**config.mk**
```make
export PLATFORM = sky130hd
export DESIGN_NAME = m5_sdram_arbiter
export DESIGN_NICKNAME = d
export VERILOG_FILES = /design/src/rtl/m5_mem_pkg.sv /design/src/rtl/m5_dl_fifo.sv /design/src/rtl/m5_sdram_arbiter.sv
export SDC_FILE = /design/constraint.sdc
export NUM_CORES = 1
export LEC_CHECK = 0
export ABC_AREA = 1
export CORE_ASPECT_RATIO = 0.9
export CORE_MARGIN = 8
export CORE_UTILIZATION = 38
export CTS_CLUSTER_DIAMETER = 100
export CTS_CLUSTER_SIZE = 16
export DETAILED_ROUTE_END_ITERATION = 8
export RECOVER_POWER = 50
export SYNTH_ARGS = -nofsm -noshare
export SYNTH_HDL_FRONTEND = slang
export SYNTH_SLANG_ARGS = --single-unit
```
**constraint.sdc**
```tcl
create_clock -name clk_sys -period 7.6 [get_ports clk_sys]
set_clock_uncertainty 0.1 [all_clocks]
set_input_delay 1.52 -clock clk_sys [delete_from_list [all_inputs] [get_ports clk_sys]]
set_output_delay 1.52 -clock clk_sys [all_outputs]
set_load 0.005 [all_outputs]
```
**src/rtl/m5_mem_pkg.sv**
```systemverilog
// Shared types and constants for the Sord M5 SDRAM arbiter and its download FIFO.
package m5_mem_pkg;

    // SDRAM byte address width seen by the controller.
    localparam int SD_AW = 25;

    // Default SDRAM byte address where CAS tape images are relocated.
    localparam logic [SD_AW-1:0] TAPE_BASE_DEF = 25'h100000;

    // Download FIFO entry width: {mapped address, data byte}.
    localparam int DL_FIFO_W = SD_AW + 8;

    typedef enum logic [1:0] {
        IDLE  = 2'd0,
        ISSUE = 2'd1,
        DONE  = 2'd2
    } arb_state_t;

    typedef enum logic [1:0] {
        G_DL   = 2'd0,
        G_CPU  = 2'd1,
        G_TAPE = 2'd2
    } grant_t;

    // CAS downloads land in the tape region; everything else is written as addressed.
    function automatic logic [SD_AW-1:0] dl_map_addr(
        input logic             is_cas,
        input logic [SD_AW-1:0] base,
        input logic [SD_AW-1:0] addr
    );
        return is_cas ? (base + addr) : addr;
    endfunction

endpackage

```
**src/rtl/m5_dl_fifo.sv**
```systemverilog
// Small synchronous FIFO buffering ioctl download bytes. A push while full is
// accepted only if a pop happens in the same cycle; otherwise it is dropped and
// push_drop flags it for that cycle.
module m5_dl_fifo #(
    parameter int DEPTH = 4,
    parameter int WIDTH = 33
) (
    input  logic             clk,
    input  logic             rst,
    input  logic             push,
    input  logic [WIDTH-1:0] push_data,
    input  logic             pop,
    output logic [WIDTH-1:0] pop_data,
    output logic             full,
    output logic             empty,
    output logic             push_drop
);

    localparam int AW = (DEPTH > 1) ? $clog2(DEPTH) : 1;
    localparam logic [AW-1:0] PTR_ONE  = 1;
    localparam logic [AW:0]   CNT_ONE  = 1;
    localparam logic [AW:0]   CNT_FULL = (AW + 1)'(DEPTH);

    logic [AW-1:0]    wr_ptr_q, wr_ptr_d;
    logic [AW-1:0]    rd_ptr_q, rd_ptr_d;
    logic [AW:0]      count_q, count_d;
    logic [WIDTH-1:0] mem_q [DEPTH];
    logic             push_ok;
    logic             pop_ok;

    assign full      = (count_q == CNT_FULL);
    assign empty     = (count_q == '0);
    assign pop_ok    = pop && !empty;
    assign push_ok   = push && (!full || pop_ok);
    assign push_drop = push && !push_ok;

    // Head entry is read combinationally so the arbiter can latch it in the pop cycle.
    assign pop_data = mem_q[rd_ptr_q];

    // Next pointer and occupancy; power-of-two depth lets pointers wrap naturally.
    always_comb begin
        wr_ptr_d = wr_ptr_q;
        rd_ptr_d = rd_ptr_q;
        count_d  = count_q;
        if (push_ok) begin
            wr_ptr_d = wr_ptr_q + PTR_ONE;
        end
        if (pop_ok) begin
            rd_ptr_d = rd_ptr_q + PTR_ONE;
        end
        unique case ({push_ok, pop_ok})
            2'b10:   count_d = count_q + CNT_ONE;
            2'b01:   count_d = count_q - CNT_ONE;
            default: count_d = count_q;
        endcase
    end

    // Pointer and occupancy registers.
    always_ff @(posedge clk or posedge rst) begin
        if (rst) begin
            wr_ptr_q <= '0;
            rd_ptr_q <= '0;
            count_q  <= '0;
        end else begin
            wr_ptr_q <= wr_ptr_d;
            rd_ptr_q <= rd_ptr_d;
            count_q  <= count_d;
        end
    end

    // Storage array; contents need no reset because occupancy guards every read.
    always_ff @(posedge clk) begin
        if (push_ok) begin
            mem_q[wr_ptr_q] <= push_data;
        end
    end

endmodule

```
**src/rtl/m5_sdram_arbiter.sv**
```systemverilog
// Arbitrates the single SDRAM port of the Sord M5 core between the ioctl
// download writer, the Z80 memory path and the tape playback reader.
module m5_sdram_arbiter
    import m5_mem_pkg::*;
#(
    parameter logic [SD_AW-1:0] TAPE_BASE     = TAPE_BASE_DEF,
    parameter logic [7:0]       TAPE_IDX      = 8'd2,
    parameter int               TAPE_MAX_WAIT = 64,
    parameter int               FIFO_DEPTH    = 4
) (
    input  logic             clk_sys,
    input  logic             reset,
    input  logic             dl_download,
    input  logic [7:0]       dl_index,
    input  logic             dl_wr,
    input  logic [SD_AW-1:0] dl_addr,
    input  logic [7:0]       dl_data,
    input  logic             cpu_req,
    input  logic             cpu_we,
    input  logic [SD_AW-1:0] cpu_addr,
    input  logic [7:0]       cpu_din,
    output logic [7:0]       cpu_dout,
    output logic             cpu_ack,
    input  logic             tape_req,
    input  logic [SD_AW-1:0] tape_addr,
    output logic [7:0]       tape_dout,
    output logic             tape_ack,
    output logic [SD_AW-1:0] tape_len,
    output logic             sd_req,
    output logic             sd_we,
    output logic [SD_AW-1:0] sd_addr,
    output logic [7:0]       sd_din,
    input  logic [7:0]       sd_dout,
    input  logic             sd_ack,
    output logic             dl_ovf
);

    localparam int              AGE_W   = $clog2(TAPE_MAX_WAIT + 1);
    localparam logic [AGE_W-1:0] AGE_MAX = AGE_W'(TAPE_MAX_WAIT);
    localparam logic [AGE_W-1:0] AGE_ONE = 1;
    localparam logic [SD_AW-1:0] ADDR_ONE = 1;

    // Download FIFO plumbing.
    logic                 is_cas;
    logic [DL_FIFO_W-1:0] fifo_wdata;
    logic [DL_FIFO_W-1:0] fifo_rdata;
    logic                 fifo_full;
    logic                 fifo_empty;
    logic                 fifo_drop;
    logic                 fifo_pop;

    // Bookkeeping registers.
    logic             dl_ovf_q, dl_ovf_d;
    logic [SD_AW-1:0] tape_len_q, tape_len_d;
    logic [AGE_W-1:0] age_q, age_d;
    logic             tape_aged;
    logic             tape_busy;

    // Arbiter state and registered outputs.
    arb_state_t       state_q, state_d;
    grant_t           grant_q, grant_d;
    grant_t           grant_sel;
    logic             grant_valid;
    logic             sd_req_q, sd_req_d;
    logic             sd_we_q, sd_we_d;
    logic [SD_AW-1:0] sd_addr_q, sd_addr_d;
    logic [7:0]       sd_din_q, sd_din_d;
    logic             cpu_ack_q, cpu_ack_d;
    logic [7:0]       cpu_dout_q, cpu_dout_d;
    logic             tape_ack_q, tape_ack_d;
    logic [7:0]       tape_dout_q, tape_dout_d;

    assign is_cas     = (dl_index == TAPE_IDX);
    assign fifo_wdata = {dl_map_addr(is_cas, TAPE_BASE, dl_addr), dl_data};

    m5_dl_fifo #(
        .DEPTH (FIFO_DEPTH),
        .WIDTH (DL_FIFO_W)
    ) u_dl_fifo (
        .clk       (clk_sys),
        .rst       (reset),
        .push      (dl_wr),
        .push_data (fifo_wdata),
        .pop       (fifo_pop),
        .pop_data  (fifo_rdata),
        .full      (fifo_full),
        .empty     (fifo_empty),
        .push_drop (fifo_drop)
    );

    assign tape_aged = (age_q == AGE_MAX);
    assign tape_busy = (state_q != IDLE) && (grant_q == G_TAPE);

    // Requester selection at IDLE: pending download bytes first, then an aged tape,
    // then the CPU, then a fresh tape. The core is held in reset while downloading,
    // so CPU and tape are not served then.
    always_comb begin
        grant_sel   = G_DL;
        grant_valid = 1'b0;
        if (!fifo_empty) begin
            grant_sel   = G_DL;
            grant_valid = 1'b1;
        end else if (!dl_download && tape_req && tape_aged) begin
            grant_sel   = G_TAPE;
            grant_valid = 1'b1;
        end else if (!dl_download && cpu_req) begin
            grant_sel   = G_CPU;
            grant_valid = 1'b1;
        end else if (!dl_download && tape_req) begin
            grant_sel   = G_TAPE;
            grant_valid = 1'b1;
        end
    end

    // Overflow flag, tape image length and tape starvation counter.
    always_comb begin
        dl_ovf_d   = dl_ovf_q | fifo_drop;
        tape_len_d = tape_len_q;
        age_d      = age_q;
        if (dl_wr && is_cas) begin
            tape_len_d = dl_addr + ADDR_ONE;
        end
        if ((state_q == IDLE) && grant_valid && (grant_sel == G_TAPE)) begin
            age_d = '0;
        end else if (tape_req && !tape_busy && (age_q != AGE_MAX)) begin
            age_d = age_q + AGE_ONE;
        end
    end

    // Bookkeeping registers.
    always_ff @(posedge clk_sys or posedge reset) begin
        if (reset) begin
            dl_ovf_q   <= 1'b0;
            tape_len_q <= '0;
            age_q      <= '0;
        end else begin
            dl_ovf_q   <= dl_ovf_d;
            tape_len_q <= tape_len_d;
            age_q      <= age_d;
        end
    end

    // Access sequencer: latch a command in IDLE, hold it through ISSUE until the
    // controller acks, then give the requester its one-cycle ack during DONE.
    always_comb begin
        state_d     = state_q;
        grant_d     = grant_q;
        sd_req_d    = sd_req_q;
        sd_we_d     = sd_we_q;
        sd_addr_d   = sd_addr_q;
        sd_din_d    = sd_din_q;
        cpu_dout_d  = cpu_dout_q;
        tape_dout_d = tape_dout_q;
        cpu_ack_d   = 1'b0;
        tape_ack_d  = 1'b0;
        fifo_pop    = 1'b0;
        unique case (state_q)
            IDLE: begin
                if (grant_valid) begin
                    grant_d  = grant_sel;
                    sd_req_d = 1'b1;
                    state_d  = ISSUE;
                    unique case (grant_sel)
                        G_DL: begin
                            fifo_pop  = 1'b1;
                            sd_we_d   = 1'b1;
                            sd_addr_d = fifo_rdata[DL_FIFO_W-1:8];
                            sd_din_d  = fifo_rdata[7:0];
                        end
                        G_CPU: begin
                            sd_we_d   = cpu_we;
                            sd_addr_d = cpu_addr;
                            sd_din_d  = cpu_din;
                        end
                        default: begin
                            sd_we_d   = 1'b0;
                            sd_addr_d = TAPE_BASE + tape_addr;
                            sd_din_d  = 8'h00;
                        end
                    endcase
                end
            end
            ISSUE: begin
                if (sd_ack) begin
                    sd_req_d = 1'b0;
                    state_d  = DONE;
                    // Ack is registered here so it is visible exactly during DONE.
                    unique case (grant_q)
                        G_CPU: begin
                            cpu_ack_d = 1'b1;
                            if (!sd_we_q) begin
                                cpu_dout_d = sd_dout;
                            end
                        end
                        G_TAPE: begin
                            tape_ack_d  = 1'b1;
                            tape_dout_d = sd_dout;
                        end
                        default: begin
                        end
                    endcase
                end
            end
            DONE: begin
                // Requests are not sampled here so the requester can drop its req.
                state_d = IDLE;
            end
            default: begin
                state_d  = IDLE;
                sd_req_d = 1'b0;
            end
        endcase
    end

    // Arbiter state and all registered SDRAM/requester outputs.
    always_ff @(posedge clk_sys or posedge reset) begin
        if (reset) begin
            state_q     <= IDLE;
            grant_q     <= G_DL;
            sd_req_q    <= 1'b0;
            sd_we_q     <= 1'b0;
            sd_addr_q   <= '0;
            sd_din_q    <= '0;
            cpu_ack_q   <= 1'b0;
            cpu_dout_q  <= '0;
            tape_ack_q  <= 1'b0;
            tape_dout_q <= '0;
        end else begin
            state_q     <= state_d;
            grant_q     <= grant_d;
            sd_req_q    <= sd_req_d;
            sd_we_q     <= sd_we_d;
            sd_addr_q   <= sd_addr_d;
            sd_din_q    <= sd_din_d;
            cpu_ack_q   <= cpu_ack_d;
            cpu_dout_q  <= cpu_dout_d;
            tape_ack_q  <= tape_ack_d;
            tape_dout_q <= tape_dout_d;
        end
    end

    assign sd_req    = sd_req_q;
    assign sd_we     = sd_we_q;
    assign sd_addr   = sd_addr_q;
    assign sd_din    = sd_din_q;
    assign cpu_ack   = cpu_ack_q;
    assign cpu_dout  = cpu_dout_q;
    assign tape_ack  = tape_ack_q;
    assign tape_dout = tape_dout_q;
    assign tape_len  = tape_len_q;
    assign dl_ovf    = dl_ovf_q;

endmodule

```
==> results of run 1 <==
==> worst register-to-register path, stage by stage (launching register included) <==
cell and delay (ns):
dfrtp_2 0.35, buf_4 0.74, inv_1 0.85, nor2_1 0.26, o21ai_0 0.23, nand2_1 0.14, nand3_1 0.08, nand2_1 0.06
nand2_1 0.05
==> synthesized netlist by cell type <==
master      n
nand2_1   355
nor2_1    138
edfxtp_1  132
inv_1     108
nand3_1   105
dfrtp_1    97
o21ai_0    67
a21oi_1    32
buf_2      27
xor2_1     18
clkbuf_1   13
nand4_1    10
o21ai_2    10
ha_1        9
o211ai_1    9
inv_2       7
buf_4       5
nand3b_1    5
nor2_4      4
nand2_2     3
nor3_1      3
o21ai_1     3
buf_6       2
xnor2_1     2
a21o_1      1
a31oi_1     1
buf_1       1
fa_1        1
nand3_2     1
nand3b_4    1
nor2_2      1
nor3_4      1
nor4_4      1
o21bai_1    1
o22ai_1     1
==> per-stage QoR <==
stage	hold WS, ns	setup WS (ns)	std cells	power [mW]	cell area, sq um
after global placement	0.366	3.88	1689	3.52	12900
after CTS	0.386	4.33	1719	4.45	13400
after floorplan	0.362	3.45	1175	2.82	10700
after detailed placement	0.366	3.82	1689	3.55	12900
final	0.380	3.49	1719	4.38	13400
after global routing	0.406	3.23	1719	4.70	13400
==> sequential cells by signal (all words and copies together) (netlist names) <==
register,cells
age_q,7
cpu_ack,1
cpu_dout,8
dl_ovf,1
grant_q,2
sd_addr,25
sd_din,8
sd_req,1
sd_we,1
state_q,2
tape_ack,1
tape_dout,8
tape_len,25
u_dl_fifo.count_q,3
u_dl_fifo.mem_q,132
u_dl_fifo.rd_ptr_q,2
u_dl_fifo.wr_ptr_q,2
==> metal layers <==
layer	routed length (um)	vias to the layer above	global-route usage, %	part of all wire (%)
met1	14500	3956	25.8	48
met3	2520	26	3.73	8.4
met2	12600	273	26.0	42
li1	-	4164	-	-
met5	0	-	0	0
met4	404	0	2.89	1.3
==> worst min-delay path by stage <==
stage                               from                    to  slack [ns]
finish                       cpu_dout[5]           cpu_dout[5]        0.38
global route                 sd_addr[17]           sd_addr[17]        0.41
CTS                            sd_din[4]             sd_din[4]        0.39
detailed placement             sd_din[4]             sd_din[4]        0.37
global placement             sd_addr[16]           sd_addr[16]        0.37
floorplan           u_dl_fifo.count_q[0]  u_dl_fifo.count_q[0]        0.36
==> kinds of logic after synthesis <==
kind of cell,after synthesis
compound gates,125
fa+ha+maj,10
xor+xnor,20
buf+inv,163
simple gates,628
flops,229
==> power groups by stage <==
stage | clock (mW) | combinational [mW] | sequential, mW
floorplan | 0 | 1.00 | 1.82
global placement | 0 | 1.70 | 1.82
detailed placement | 0 | 1.72 | 1.83
CTS | 0.922 | 1.73 | 1.81
global route | 0.963 | 1.90 | 1.84
finish | 0.898 | 1.68 | 1.80
==> final cells by class <==
cell class | count | area [sq um] | share of cell area [%]
flip-flops and latches | 229 | 6390 | 47.8
clock inverters | 1 | 16.3 | 0.122
repair buffers | 202 | 2000 | 14.9
multi-input cells | 783 | 3560 | 26.7
clock buffers | 29 | 513 | 3.84
well taps | 360 | 450 | 3.37
inverters | 115 | 433 | 3.24
==> metrics.md, run 1 <==
| Metric | Value |
|---|---|
| Num Clock Sinks | 229 |
| CP Capture Type | flop |
| Ant. Diodes | 0 |
| CTS clk-pin slew, worst paths | 0.07 ns |
| DR DRC count | 0 |
| Sw Ratio | 36.3% |
| Wire per inst | 17.5 um |
| Worst Hold Depth | 2 |
| CP dominant cell by count | nor2_1 |
| Seq cells post-synth | 229 |
| Switching power of the nets | 1.59 mW |
| Worst setup path endpoint | tape_len[5] |
| Total stage count of the critical path | 8 |
| CTS tree | built |
| Period minus WS final | 4.11 ns |
| DR iter-0 viols | 613 |
| VDD IR max | 0.000245 V |
| Gate Count Post-Synth | 1,175 |
| TNS Setup | 0 ns |
| Buffer and inverter count on the worst path | 2 |
| Max frequency | 243 MHz |
| GPL Wtd Cong | 0.849 |
| Commonest cells after routing, fill and taps aside | 357 x nand2_1, 154 x clkdlybuf4s50_1, 136 x nor2_1 |
| Area added between synthesis and finish | 24.9% |
| Filler Cell Count | 2,631 |
| H-tree Lvls | 1 |
| Unrepaired setup endpoints after global routing | no |
| GRT Total Usage | 17.4% |
| Synthesized net count | 1,300 |
| Routed WL | 30,000 um |
| Crit path DAT | 4.42 ns |
| Final period util | 54.1% |
| Max incr delay on CP | 0.83 ns |
| Grt ovf | 0 |
| Initial antenna violation count | 0 |
| Critical Path Fanout Max | 34 |
| Routed Antenna Nets | 0 |
| Crit path from | dl_index[3] |
| Layout cells sized above 1 | 3.53% |
| Vias | 8,419 |
| Mapped Avg Cell Area | 9.11 sq um |
| Post-CTS Setup Bufs | 0 |
| Synth Area in Compound Gates | 6.48% |
| First-pass GRT wire length | 46,700 um |
| Status | finished, violations left |
| Failing checks | capacitance limit, slew limit |
| Largest net degree at the start of global routing | 106 |
| Synth Area in XOR/XNOR | 1.64% |
| Top Family by Delay on Critical Path | simple AND/OR/NAND/NOR gates |
| Die W | 193 um |
| Logic gate share of total power | 38.3% |
| Post_cts resized | 0 |
| Final setup violating endpoints | 0 |
| CP Cell Sequence | dlygate4sd3_1, nor2_1, nand3b_1, nor2_1, nand2_1, inv_2, o21ai_0, o21ai_1 |
| Syn. warnings | 0 |
| Leakage power | 5.83 nW |
| Synth Cell Area | 10,700 sq um |
| I/O pin cnt | 194 |
| Via/cell ratio | 4.90 |
| Sequential share of power | 41.2% |
| # nets final | 1,474 |
| DIE AREA | 33,800 sq um |
| Final core utilization | 48.1% |
| PortBufs | 193 |
| Slowest cell on the critical path | nand2_1 |
| Internal power | 2.79 mW |
| Simple-gate share of the synthesized area | 24.6% |
| Initial core utilization | 38.5% |
| Die height | 175 um |
| Final HPWL DP | 20,500 um |
| Vias in the first global route | 8,238 |
| Register area share after synthesis | 59.7% |
| FP Rows | 58 |
| Clk pwr share | 20.5% |
| Final Hold Violating Endpoints | 0 |
| Root Driver | clkbuf_16 |
| Largest cells by area after synthesis | edfxtp_1 37%, dfrtp_1 23%, nand2_1 12%, nand3_1 4.9%, nor2_1 4.8% |
| Num CTS Buffers | 18 |
| Post-synthesis cell type with the largest combined area | edfxtp_1 |
| Worst r2r path cells | 8 |
| DR pass1 iterations | 5 |
| Hold_buf cts | 0 |
| Adder-cell share of the synthesized area | 1.24% |
| Crit path kind | input port to flop |
| Cell Pwr Density | 328 nW/um^2 |
| Pins Over Slew Limit | 102 |
| Reg2reg end | sd_addr[5] |
| Commonest non-fill, non-tap cell in the layout | nand2_1 |
| Slew headroom | -63.1% |
| Maximum buffer depth of the clock tree | 3 |
| Startpoint types | input port |
| Worst-Skew Late Latency | 0.50 ns |
| Mux contribution to synthesized area | 0% |
| Post-synthesis cell type count | 35 |
| Worst-margin pin slew | 2.43 ns |
| Required @ worst endpoint | 7.91 ns |
| Largest family of logic cells by synthesized area | simple AND/OR/NAND/NOR gates |
| Worst r2r src | u_dl_fifo.rd_ptr_q[0] |
| Min-Delay Path Class | flop to flop |
| Core Footprint | 27,800 sq um |
| Max Cap Violations | 3 |
| R2R setup slack | 4.64 ns |
| Synth top area share | 37.0% |
Note: power is estimated with default switching activity, not from simulation.
==> run 2: changes to the inputs <==
clock period = 3.3 ns   (was 7.6 ns; I/O delays follow)
==> run 2 against run 1 <==
Compared with the run above:
- the run still ends with capacitance limit, slew limit left
- global-route usage is 0.22 points higher
- flip-flop and latch count stayed put
- power grew 130%
- sequential share of layout area down 0.55 points
- final cell count rose by 0.76%
- critical path depth increased by 1
- utilization is 0.56 points higher
- final area rose by 1.2%
- worst setup slack got worse by 2.8 ns
- non-clock buffer count grew 12
- largest cell class unchanged
==> metrics.md, run 2 (synthesis gave the netlist of run 1 again) <==
| Metric | Value |
|---|---|
| Status | finished, violations left |
| Failing checks | capacitance limit, slew limit |
| Wire per inst | 17.5 um (+0.36%) |
| TNS Setup | 0 ns (unchanged) |
| Num Clock Sinks | 229 (unchanged) |
| Core Footprint | 27,800 sq um (unchanged) |
| Startpoint types | input port |
| Switching power of the nets | 3.69 mW (+130%) |
| DIE AREA | 33,800 sq um (unchanged) |
| Commonest non-fill, non-tap cell in the layout | nand2_1 |
| Post-CTS Setup Bufs | 0 (unchanged) |
| Initial core utilization | 38.5% (unchanged) |
| CP Cell Sequence | dlygate4sd3_1, nor2_1, nand3b_1, nor2_1, nand2_2, clkbuf_2, a21oi_1, nand2_1, nand2_1 |
| Sequential share of power | 40.4% (-0.8 points) |
| FP Rows | 58 (unchanged) |
| DR pass1 iterations | 5 (unchanged) |
| Slowest cell on the critical path | nor2_1 |
| Top Family by Delay on Critical Path | simple AND/OR/NAND/NOR gates |
| Post-DP Area | 13,000 sq um (+0.99%) |
| Final Instance Area | 13,500 sq um (+1.2%) |
| Leakage power | 5.89 nW (+1.0%) |
| Hold_buf cts | 0 (unchanged) |
| Max frequency | 383 MHz |
| Worst-margin pin slew | 1.67 ns (-0.768 ns) |
| Grt ovf | 0 (unchanged) |
| Vias | 8,543 (+1.5%) |
| Largest register FFs | 132 (unchanged) |
| Crit path DAT | 2.94 ns (-1.48 ns) |
| # nets final | 1,486 (+0.81%) |
| Area added between synthesis and finish | 26.4% |
| Routed WL | 30,400 um (+1.1%) |
| Unrepaired setup endpoints after global routing | no |
| PortBufs | 193 (unchanged) |
| Final HPWL DP | 21,100 um (+2.8%) |
| Final period util | 79.1% |
| DR DRC count | 0 (unchanged) |
| Hold WS | 0.375 ns (-0.00552 ns) |
| Sw Ratio | 35.9% (-0.35 points) |
| Min-Delay Path Class | flop to flop |
| Period minus WS final | 2.61 ns |
| I/O pin cnt | 194 (unchanged) |
| Die height | 175 um (unchanged) |
| Largest net degree at the start of global routing | 105 (-0.94%) |
| Num CTS Buffers | 18 (unchanged) |
| Pins Over Slew Limit | 29 (-72%) |
| Largest register by flop count | u_dl_fifo.mem_q |
| CTS tree | built |
| Crit path kind | input port to flop |
| Reg2reg end | sd_addr[16] |
| Initial antenna violation count | 1 (+1) |
| Vias in the first global route | 8,444 (+2.5%) |
| VDD IR max | 0.000413 V (+69%) |
| Worst Hold Depth | 1 (-1) |
| R2R setup slack | 1.00 ns (-3.64 ns) |
| WHS Endpoint | dl_ovf |
| Required @ worst endpoint | 3.63 ns (-4.28 ns) |
| Non-filler cells, final | 1,732 (+0.76%) |
| Commonest cells after routing, fill and taps aside | 356 x nand2_1, 160 x clkdlybuf4s50_1, 136 x nor2_1 |
| Final Hold Violating Endpoints | 0 (unchanged) |
| First-pass GRT wire length | 47,200 um (+1.2%) |
| Pre-CTS setup slack | 0.691 ns (-3.13 ns) |
| Ant. Diodes | 0 (unchanged) |
| Internal power | 6.57 mW (+140%) |
| Hold Startpoint | dl_ovf |
| Cell Pwr Density | 759 nW/um^2 (+130%) |
| CTS clk-pin slew, worst paths | 0.07 ns (about the same) |
| Worst r2r path cells | 11 (+3) |
| Via/cell ratio | 4.93 (+0.71%) |
| DR iter-0 viols | 798 (+30%) |
| Worst-Skew Late Latency | 0.49 ns (about the same) |
| Layout cells sized above 1 | 4.52% (+0.99 points) |
| Root Driver | clkbuf_16 |
| GPL Wtd Cong | 0.872 (+2.7%) |
| Filler Cell Count | 2,663 (+1.2%) |
| CP Capture Type | flop |
| Routed Antenna Nets | 0 (unchanged) |
| Maximum buffer depth of the clock tree | 3 (unchanged) |
| H-tree Lvls | 1 (unchanged) |
| Max Cap Violations | 1 (-2) |
| Worst r2r src | age_q[0] |
| Placed cell count | 1,701 (+0.71%) |
| Slew headroom | -11.6% (+51 points) |
| Logic gate share of total power | 38.7% (+0.4 points) |
| Final setup violating endpoints | 0 (unchanged) |
| Die W | 193 um (unchanged) |
| Buffer and inverter count on the worst path | 2 (unchanged) |
| Worst setup margin | 0.689 ns (-2.80 ns) |
| Max incr delay on CP | 0.56 ns (-0.27 ns) |
| GRT Total Usage | 17.6% (+0.22 points) |
| Post_cts resized | 0 (unchanged) |
| Clk pwr share | 20.9% (+0.4 points) |
| Critical Path Fanout Max | 33 (-2.9%) |
run 2: worst max-delay path by stage:
stage | start | slack (ns) | end | depth (start not counted)
after floorplan | reset | 0.006 | age_q[0] | 1
after global placement | dl_addr[1] | 0.73 | tape_len[16] | 9
after detailed placement | dl_addr[1] | 0.69 | tape_len[16] | 9
after CTS | age_q[0] | 1.02 | sd_addr[16] | 11
after global routing | dl_index[3] | 0.50 | tape_len[10] | 9
final | dl_index[3] | 0.69 | tape_len[10] | 9
run 2: area by class of cell:
type                    instances  area, sq um  share of cell area, %
flip-flops and latches        229         6390                   47.3
well taps                     360          450                   3.33
inverters                     115          433                   3.20
multi-input cells             783         3580                   26.4
repair buffers                214         2120                   15.7
clock inverters                 2         38.8                  0.287
clock buffers                  29          513                   3.79
run 2: layer usage:
| layer | up-vias | global-route usage [%] | share of wire (%) |
|---|---|---|---|
| met5 | - | 0 | 0.030 |
| met4 | 2 | 4.01 | 1.6 |
| met3 | 41 | 3.87 | 8.5 |
| met2 | 293 | 25.9 | 42 |
| met1 | 4021 | 26.1 | 48 |
| li1 | 4186 | - | - |
run 2: stage by stage:
step | util, % | power, mW
2_1_floorplan | - | 6.49
3_3_place_gp | 46.9 | 8.18
3_5_place_dp | 46.9 | 8.27
4_1_cts | 48.9 | 10.4
5_1_grt | 48.6 | 11.0
6_report | 48.6 | 10.3
run 2: power groups by stage:
stage          registers [mW]  logic (mW)  clock network [mW]
6_report                 4.15        3.97                2.15
5_1_grt                  4.23        4.50                2.29
4_1_cts                  4.15        4.08                2.19
3_5_place_dp             4.20        4.06                   0
3_3_place_gp             4.19        3.99                   0
2_1_floorplan            4.19        2.30                   0
run 2: worst register-to-register path, cell delays in order (launching register included):
cell,delay (ns)
dfrtp_1,0.41
inv_1,0.08
ha_1,0.17
inv_1,0.04
nor2_1,0.08
nand3_1,0.36
nand2_2,0.40
buf_4,0.29
nand3_1,0.09
nand3_1,0.10
nand2_1,0.06
nand2_1,0.05
==> run 3: changes to the inputs <==
clock period = 2.53 ns   (was 3.3 ns; I/O delays follow)
==> run 3 against run 2 <==
Compared with the run above:
- the run now ends clean
- sequential share of layout area is 0.53 points lower
- hold slack worse by 0.0054 ns
- power is 30% higher
==> metrics.md, run 3 (synthesis gave the netlist of run 1 again) <==
| Metric | Value |
|---|---|
| DR pass1 iterations | 5 (unchanged) |
| H-tree Lvls | 1 (unchanged) |
| GPL Wtd Cong | 0.868 (-0.37%) |
| Slew headroom | 28.1% (+40 points) |
| Filler Cell Count | 2,645 (-0.68%) |
| First-pass GRT wire length | 47,800 um (+1.3%) |
| PortBufs | 193 (unchanged) |
| Vias | 8,623 (+0.94%) |
| Critical Path Fanout Max | 2 (-94%) |
| Pins Over Slew Limit | 0 (-100%) |
| Logic gate share of total power | 39.1% (+0.4 points) |
| Min-Delay Path Class | flop to flop |
| Layout cells sized above 1 | 4.89% (+0.37 points) |
| CP Capture Type | output pin |
| Root Driver | clkbuf_16 |
| Max Cap Violations | 0 (-1) |
| Wire per inst | 17.3 um (-1.2%) |
| Hold WS | 0.369 ns (-0.00539 ns) |
| Switching power of the nets | 4.84 mW (+31%) |
| CTS clk-pin slew, worst paths | 0.07 ns (about the same) |
| Pwr Total | 13.3 mW (+30%) |
| Initial core utilization | 38.5% (unchanged) |
| Clk pwr share | 20.0% (-0.9 points) |
| Buffer and inverter count on the worst path | 1 (-1) |
| I/O pin cnt | 194 (unchanged) |
| Startpoint types | flop |
| Worst r2r path cells | 10 (-1) |
| Total stage count of the critical path | 1 (-8) |
| Final period util | 85.3% |
| Initial antenna violation count | 0 (-1) |
| VDD IR max | 0.000528 V (+28%) |
| Area added between synthesis and finish | 27.8% |
| Largest register by flop count | u_dl_fifo.mem_q |
| Final Hold Violating Endpoints | 0 (unchanged) |
| Period minus WS final | 2.16 ns |
| Die height | 175 um (unchanged) |
| CTS tree | built |
| FP Rows | 58 (unchanged) |
| Sequential share of power | 41.0% (+0.6 points) |
| Post-DP Area | 13,300 sq um (+1.8%) |
| Cell Pwr Density | 975 nW/um^2 (+28%) |
| Maximum buffer depth of the clock tree | 3 (unchanged) |
| Core Footprint | 27,800 sq um (unchanged) |
| Largest register FFs | 132 (unchanged) |
| Max frequency | 463 MHz |
| DIE AREA | 33,800 sq um (unchanged) |
| Routed Antenna Nets | 0 (unchanged) |
| Crit path DAT | 1.55 ns (-1.39 ns) |
| Max incr delay on CP | 0.57 ns (about the same) |
| Num Clock Sinks | 229 (unchanged) |
| Routed WL | 30,400 um (about the same) |
| Via/cell ratio | 4.92 (-0.16%) |
| Worst-Skew Late Latency | 0.51 ns (+0.02 ns) |
| Commonest cells after routing, fill and taps aside | 356 x nand2_1, 161 x clkdlybuf4s50_1, 136 x nor2_1 |
| Vias in the first global route | 8,466 (+0.26%) |
| Internal power | 8.48 mW (+29%) |
| GRT Total Usage | 17.8% (+0.19 points) |
| CP Cell Sequence | clkdlybuf4s50_1 |
| DR DRC count | 0 (unchanged) |
| Final core utilization | 49.2% (+0.55 points) |
| Commonest non-fill, non-tap cell in the layout | nand2_1 |
| Required @ worst endpoint | 1.92 ns (-1.71 ns) |
| Worst Hold Depth | 1 (unchanged) |
| Post-CTS Setup Bufs | 0 (unchanged) |
| Worst-margin pin slew | 1.07 ns (-0.593 ns) |
| Sw Ratio | 36.3% (+0.40 points) |
| Largest net degree at the start of global routing | 43 (-59%) |
| # nets final | 1,505 (+1.3%) |
| Post_cts resized | 0 (unchanged) |
| Slowest cell on the critical path | clkdlybuf4s50_1 |
| Final setup violating endpoints | 0 (unchanged) |
| Final Instance Area | 13,700 sq um (+1.1%) |
| Unrepaired setup endpoints after global routing | no |
| Crit path kind | flop to output pin |
| Ant. Diodes | 0 (unchanged) |
| Die W | 193 um (unchanged) |
| Final HPWL DP | 21,800 um (+3.1%) |
| Hold_buf cts | 0 (unchanged) |
| Grt ovf | 0 (unchanged) |
| Leakage power | 5.95 nW (+1.1%) |
| Num CTS Buffers | 18 (unchanged) |
| Status | completed |
| DR iter-0 viols | 697 (-13%) |
| Top Family by Delay on Critical Path | buffers and inverters |
run 3: power groups by stage:
stage / clock network, mW / logic (mW) / registers [mW]
floorplan: 0 / 3.01 / 5.46
global placement: 0 / 5.27 / 5.53
detailed placement: 0 / 5.33 / 5.54
CTS: 2.74 / 5.36 / 5.46
global route: 2.88 / 5.89 / 5.57
finish: 2.66 / 5.21 / 5.46
run 3: layout make-up:
class | count | area [sq um] | share of cell area (%)
clock buffers | 29 | 492 | 3.60
clock inverters | 2 | 32.5 | 0.238
inverters | 115 | 433 | 3.17
multi-input cells | 783 | 3570 | 26.1
flip-flops and latches | 229 | 6390 | 46.7
well taps | 360 | 450 | 3.29
repair buffers | 233 | 2310 | 16.9
run 3: worst reg2reg max path, cell delays in order, from the launching register on:
cell and delay (ns):
dfrtp_1 0.36, inv_1 0.13, nand3b_4 0.18, nand2_1 0.23, nor2_1 0.21, inv_1 0.09, fa_1 0.39, inv_1 0.07
nand4_1 0.08, nand2_1 0.10, xor2_1 0.13
run 3: final timing paths:
kind                                       from               endpoint  slack (ns)
max                                      dl_ovf                 dl_ovf        0.37
max in group asynchronous                 reset  u_dl_fifo.rd_ptr_q[0]        1.03
min reg2reg                u_dl_fifo.count_q[0]   u_dl_fifo.count_q[0]        0.37
min                        u_dl_fifo.count_q[0]   u_dl_fifo.count_q[0]        0.37
max reg2reg                u_dl_fifo.count_q[0]   u_dl_fifo.count_q[2]        0.38
min in group asynchronous                 reset           tape_dout[5]        0.57
run 3: layer usage:
layer	part of all wire, %	up-vias	global-route usage (%)
li1	-	4225	-
met1	49	4079	26.3
met2	43	287	26.7
met3	7.0	32	3.61
met4	1.6	0	3.50
met5	0	-	0
run 3: metrics by stage:
| stage | TNS [ns] | std cells | setup WS (ns) |
|---|---|---|---|
| 2_1_floorplan | -20.67 | 1175 | -0.157 |
| 3_3_place_gp | 0 | 1720 | 0.205 |
| 3_5_place_dp | 0 | 1720 | 0.200 |
| 4_1_cts | 0 | 1751 | 0.359 |
| 5_1_grt | 0 | 1751 | 0.167 |
| 6_report | 0 | 1751 | 0.372 |
